### src/rtl/mac_vector_packer_pkg.sv
// Shared definitions for the MAC vector packer and the multiply_and_accumulate wrappers.
// Holds the float format defaults, the vector count width and the packer states.
package mac_vector_packer_pkg;

    localparam int DEF_FRAC_WIDTH = 24;
    localparam int DEF_EXP_WIDTH  = 8;
    localparam int PACK_CNT_WIDTH = 16;

    localparam logic [DEF_FRAC_WIDTH+DEF_EXP_WIDTH-1:0] FLOAT_ZERO = '0;

    typedef enum logic {
        IDLE,
        FILL
    } pack_state_t;

    function automatic int data_width(input int frac_w, input int exp_w);
        return frac_w + exp_w;
    endfunction

endpackage

### src/rtl/mac_vector_packer.sv
// Serial-to-vector packer feeding multiply_and_accumulate: packs operand pairs into
// VECTOR_SIZE lanes and emits a lane mask, a last flag and a per-product vector count.
module mac_vector_packer
    import mac_vector_packer_pkg::*;
#(
    parameter int FRAC_WIDTH  = DEF_FRAC_WIDTH,
    parameter int EXP_WIDTH   = DEF_EXP_WIDTH,
    parameter int VECTOR_SIZE = 8
) (
    input  logic                                    clkIn,
    input  logic                                    rstIn,
    input  logic [FRAC_WIDTH+EXP_WIDTH-1:0]         dataAIn,
    input  logic [FRAC_WIDTH+EXP_WIDTH-1:0]         dataBIn,
    input  logic                                    validIn,
    input  logic                                    lastIn,
    output logic                                    readyOut,
    output logic [(FRAC_WIDTH+EXP_WIDTH)*VECTOR_SIZE-1:0] dataAOut,
    output logic [(FRAC_WIDTH+EXP_WIDTH)*VECTOR_SIZE-1:0] dataBOut,
    output logic [VECTOR_SIZE-1:0]                  validOut,
    output logic                                    lastOut,
    output logic [PACK_CNT_WIDTH-1:0]               vecCountOut
);

    localparam int DATA_WIDTH = data_width(FRAC_WIDTH, EXP_WIDTH);
    localparam int PTR_W      = $clog2(VECTOR_SIZE);
    localparam logic [PTR_W-1:0] LAST_LANE = PTR_W'(VECTOR_SIZE - 1);

    pack_state_t               state;
    logic [PTR_W-1:0]          lane_ptr;
    logic                      ready;
    logic                      last_q;
    logic                      closed;
    logic [PACK_CNT_WIDTH-1:0] vec_cnt;

    logic                   accept;
    logic                   flush;
    logic                   in_fill;
    logic [VECTOR_SIZE-1:0] hit_mask;
    logic [VECTOR_SIZE-1:0] below_mask;

    always_comb begin
        accept     = validIn & ready;
        flush      = accept & ((lane_ptr == LAST_LANE) | lastIn);
        in_fill    = (state == FILL);
        hit_mask   = VECTOR_SIZE'(1) << lane_ptr;
        below_mask = hit_mask - VECTOR_SIZE'(1);
    end

    // A count restarts at 1 on the first flush after a vector that closed a product.
    always_ff @(posedge clkIn or negedge rstIn) begin
        if (!rstIn) begin
            state    <= IDLE;
            lane_ptr <= '0;
            ready    <= 1'b0;
            last_q   <= 1'b0;
            closed   <= 1'b0;
            vec_cnt  <= '0;
        end else begin
            ready  <= 1'b1;
            last_q <= flush & lastIn;
            if (flush) begin
                state    <= IDLE;
                lane_ptr <= '0;
                closed   <= lastIn;
                if (closed)
                    vec_cnt <= PACK_CNT_WIDTH'(1);
                else if (vec_cnt != '1)
                    vec_cnt <= vec_cnt + 1'b1;
            end else if (accept) begin
                state    <= FILL;
                lane_ptr <= lane_ptr + 1'b1;
            end
        end
    end

    for (genvar i = 0; i < VECTOR_SIZE; i++) begin : g_lane
        logic [DATA_WIDTH-1:0] st_a;
        logic [DATA_WIDTH-1:0] st_b;
        logic [DATA_WIDTH-1:0] out_a;
        logic [DATA_WIDTH-1:0] out_b;
        logic                  out_v;

        always_ff @(posedge clkIn or negedge rstIn) begin
            if (!rstIn) begin
                st_a <= '0;
                st_b <= '0;
            end else if (flush) begin
                st_a <= '0;
                st_b <= '0;
            end else if (accept && hit_mask[i]) begin
                st_a <= dataAIn;
                st_b <= dataBIn;
            end
        end

        // Lanes above the pointer are zeroed so the adder tree sees no contribution.
        always_ff @(posedge clkIn or negedge rstIn) begin
            if (!rstIn) begin
                out_a <= '0;
                out_b <= '0;
                out_v <= 1'b0;
            end else begin
                out_v <= flush & (hit_mask[i] | below_mask[i]);
                if (flush) begin
                    if (hit_mask[i]) begin
                        out_a <= dataAIn;
                        out_b <= dataBIn;
                    end else if (below_mask[i] && in_fill) begin
                        out_a <= st_a;
                        out_b <= st_b;
                    end else begin
                        out_a <= '0;
                        out_b <= '0;
                    end
                end
            end
        end

        assign dataAOut[i*DATA_WIDTH +: DATA_WIDTH] = out_a;
        assign dataBOut[i*DATA_WIDTH +: DATA_WIDTH] = out_b;
        assign validOut[i] = out_v;
    end

    assign readyOut    = ready;
    assign lastOut     = last_q;
    assign vecCountOut = vec_cnt;

endmodule
### config.mk
export PLATFORM = sky130hd
export DESIGN_NAME = mac_vector_packer
export DESIGN_NICKNAME = d
export VERILOG_FILES = /design/src/rtl/mac_vector_packer_pkg.sv /design/src/rtl/mac_vector_packer.sv
export SDC_FILE = /design/constraint.sdc
export NUM_CORES = 2
export LEC_CHECK = 0
export BUFFER_PORTS_ARGS = -buffer_cell sky130_fd_sc_hd__buf_2
export CAP_MARGIN = 20
export CORE_MARGIN = 2
export CORE_UTILIZATION = 25
export DETAILED_ROUTE_END_ITERATION = 12
export PLACE_DENSITY = 0.42
export SLEW_MARGIN = 0
export SYNTH_ARGS = -nofsm -noshare
export SYNTH_HDL_FRONTEND = slang
export SYNTH_SLANG_ARGS = --single-unit
export TNS_END_PERCENT = 1
### constraint.sdc
create_clock -name clkIn -period 3.65 [get_ports clkIn]
set_clock_uncertainty 0.05 [all_clocks]
set_input_delay 0.1825 -clock clkIn [delete_from_list [all_inputs] [get_ports clkIn]]
set_output_delay 0.1825 -clock clkIn [all_outputs]
set_load 0.005 [all_outputs]
==> results.txt <==
The run finished with clean final reports. In this run the vertical extent of the chip is 414.4 um. For the number of optimization iterations in the first detailed-route pass, the log shows 5. In the final routed layout, each cell accounts on average for 24.87 um. Compared with the post-synthesis result, the final layout area differs by 25.99%. For the insertion delay to the later sink of the worst-skew pair, the log shows 760 ps.

Count of final max-slew check failures: 0. The run gives 3920 ps as the arrival time of data at the critical path endpoint. For the hold violation total from the final report, the log shows 0.

The maximum ir drop on the vdd rail was 0.5138 mV; the number of global-route vias before repair was 34710. The logs give 62.69% for the portion of the post-synthesis area used by sequential elements and 24.25 nW for the leakage power summed over all cells. In the routed design, unresolved DRC markers number 0. In the global route stage, overall resource usage came out at 19.89%.

CTS saw 1055 sinks. For this configuration, the core starts out at a cell density of 25.18%. In this run the power density over the cells is 676.8 nW/um^2.

Class of the most critical setup path: reg2reg. The kind of path behind the tightest hold check is in2reg. The fraction of synthesized area in multiplexers came out at 0.1694%. The first global-routing pass estimated 254400 um of wire. The final critical-path setup slack was 345.9 ps. The post-synthesis area per instance was 10.04 um^2; the share of post-route cells with drive strength above 1 was 19.91%.

The post-synthesis sequential element count is 1055. For the pin with the worst max-slew slack, the measured transition is 1075 ps. Routability-driven placement finished with a final weighted congestion of 0.7904. TritonCTS built the clock tree. The logs give 0 for the final-report setup violation count and 26400 um^2 for the total area of sequential cells.

The total I/O pin count is 606. The layout has 17550 filler cells. The number of different library cells used by synthesis comes to 41.

The count of buffers added on input and output ports is 605. The floorplan has 150 rows. STA classifies the critical path startpoint as a flip-flop. The floorplan die width is 414.4 um. Sorting the synthesized cells by area gives the leading types as dfrtp_1 (63%), a221oi_1 (9.3%), nor2_1 (8.7%). The highest signal layer in the routed design is met4. Setup repair after global routing left no endpoint under its margin. The basic-gate share of the synthesized area counting and, or, nand and nor cells works out to 15.85%.

When the netlist entered floorplanning its net count stood at 4278. After detailed routing, the wire length on met1 is 75590 um. For the total negative slack, the log shows 0 ps. By area, the combinational part of the netlist is dominated by compound AO/OA/AOI/OAI gates.

Post-route total power: 35.91 mW. Number of levels in the clock H-tree: 4. The finished cells cover 53050 um^2.

The number of buffers added for setup after CTS was 0; the netlist area before placement was 42110 um^2. Of the available clock period, the critical path in the final layout requires 90.52%. The remaining max-slew budget at the tightest pin was 28.31%; the detailed-route vias per instance was 4.892. After Yosys synthesis, XOR and XNOR cells account for 0% of the synthesized area. The tools report the upper clock frequency limit as 302.7 MHz. The tools report the detailed route wirelength on metal2 as 86220 um.

Detailed routing inserted a total of 34230 vias. The core region is 167200 um^2. Clock-pin slew was measured on the worst setup and hold paths at 60 ps.

The top cell type by area accounts for 62.69% of the synthesized area. The routed design has 174000 um of wire. The floorplan step defined a die boundary enclosing 171700 um^2.

The worst setup path is captured at a flip-flop. Synthesis handed over a netlist of 4195 instances. For the total CTS buffers, the log shows 130.

The tools report the met3 layer wire length in the routed design as 5830 um. Summing all placed instances gives a cell area of 47750 um^2. For the largest buffer count on any clock path, the log shows 3.

The Yosys step of the flow raised 0 warnings. The logs give 4771 for the final net count and 2 for the number of antenna violations at the first check in global routing. The biggest area consumer among synthesized cells is dfrtp_1. The run gives 0 as the total congestion overflow after global routing. The root buffer cell chosen for the clock tree is clkbuf_16. Along the worst path, the maximum fanout reaches 34. The run gives 4270 ps as the required time at the endpoint of the critical path.

Of the total synthesized cell area, the portion taken by full adders, half adders and majority gates is 0.4457%. Entering global routing, the biggest net connects 127 pins. In the final layout, the multi-input gates occupy 14170 um^2.

The final critical path time including I/O delays and setup was 3304 ps. Max-cap violations in this run came to 0. The number of gates given a new drive strength after cts was 0; the pre-CTS worst setup slack was 307.8 ps. The tools report the number of antenna-violating nets in the routed design as 0. The synthesized netlist devotes 16.76% of its cell area to compound gates. For this block, the initial DRC count from the detailed router was 2572. Detailed placement ended at an HPWL of 114600 um.
synthesized netlist by cell type:
master	number
mux2_2	1
o211ai_1	5
nor4_1	4
o22ai_1	2
nand3_1	69
nand2_1	531
ha_1	15
buf_4	8
inv_1	16
a21oi_1	5
a31oi_1	65
and2_1	68
nor2b_1	2
nand4b_1	1
inv_2	1
or4_1	4
or2_2	2
a22o_1	65
nor3b_1	1
o221ai_1	1
nor2_1	977
a221oi_1	448
nand4_1	2
nor3_1	6
nor2_2	1
clkbuf_1	341
buf_1	32
and3_1	9
nand4_2	1
nand2b_1	1
o2bb2ai_1	6
o31ai_1	1
dfrtp_1	1055
mux2i_1	6
o21ai_0	391
or4_4	1
o21ai_1	7
or3_1	2
a21o_1	3
conb_1	1
buf_2	38
registers in the layout, summed over array words and instances (netlist names):
register	count
closed	1
g_lane.out_a	256
g_lane.out_b	256
g_lane.out_v	8
g_lane.st_a	256
g_lane.st_b	256
in_fill	1
lane_ptr	3
lastOut	1
readyOut	1
vecCountOut	16
area by class of cell:
type                       count  share of cell area, %
antenna                        1               0.004717
clock buffer                 196                  7.497
clock inverter                40                  1.137
inverter                      17                 0.1368
multi-input combinational   2704                  26.71
sequential                  1055                  49.76
tap                         2204                  5.198
timing repair buffer         780                  9.556
path summary, 6_finish.rpt:
| check | depth (start not counted) | to | startpoint | slack (ps) |
|---|---|---|---|---|
| worst min-delay path | 4 | g_lane[0].out_b[12] | dataBIn[12] | 320 |
| max in group asynchronous | 4 | g_lane[6].st_b[19] | rstIn | 1810 |
| worst min register to register | 2 | g_lane[1].st_b[30] | g_lane[1].st_b[30] | 430 |
| min in group asynchronous | 3 | g_lane[3].st_b[17] | rstIn | 520 |
| worst max-delay path | 10 | g_lane[6].out_a[1] | lane_ptr[2] | 350 |
| worst max register to register | 10 | g_lane[6].out_a[1] | lane_ptr[2] | 350 |
worst max-delay path, cell delays in order (launching register included):
cell and delay, ps:
dfrtp_1 570, inv_1 210, ha_4 300, inv_1 160, nand3_1 110, or3_1 360
ha_1 300, and3_4 520, buf_12 330, a221oi_1 130, nor2_1 130
power by group:
part / total [mW] / internal, mW / switching [mW]
clock: 13.8 / 8.40 / 5.39
combinational: 6.51 / 2.40 / 4.11
sequential: 15.6 / 13.9 / 1.69
stage by stage:
step | cells | utilization (%) | hold WS [ps]
6_report | 6997 | 31.73 | 320.6
4_1_cts | 6995 | 31.71 | 264.2
2_1_floorplan | 4195 | - | -163.1
3_5_place_dp | 6690 | 28.56 | 156.2
5_1_grt | 6996 | 31.73 | 304.9
3_3_place_gp | 6690 | 28.56 | 149.1
logic make-up after synthesis:
| kind of cell | after synthesis |
|---|---|
| compound gates | 999 |
| fa+ha+maj | 15 |
| buf+inv | 436 |
| flops | 1055 |
| mux | 7 |
| other cells | 1 |
| simple gates | 1682 |
routing by layer:
metal,vias to the layer above,GRT usage [%]
met4,0,7.438
met3,235,2.727
met5,-,0
li1,15580,-
met1,17640,25.59
met2,780,33.88
cell usage in the layout, fill, tap and decap left out, types with 15 or more instances in the layout:
master,instances
a221oi_1,448
a22o_1,65
a31oi_1,65
and2_1,65
buf_12,42
buf_2,604
buf_4,63
clkbuf_1,24
clkbuf_16,135
clkbuf_8,37
clkinv_2,15
dfrtp_1,1054
dlygate4sd3_1,69
inv_1,15
nand2_1,530
nand3_1,69
nor2_1,977
o21ai_0,391
what timing repair did:
action                                   CTS  global route
endpoints found under the setup margin     0             0
endpoints found under the hold margin   1380             0
hold buffers                              69             0
Power figures use the tool's default switching activity.
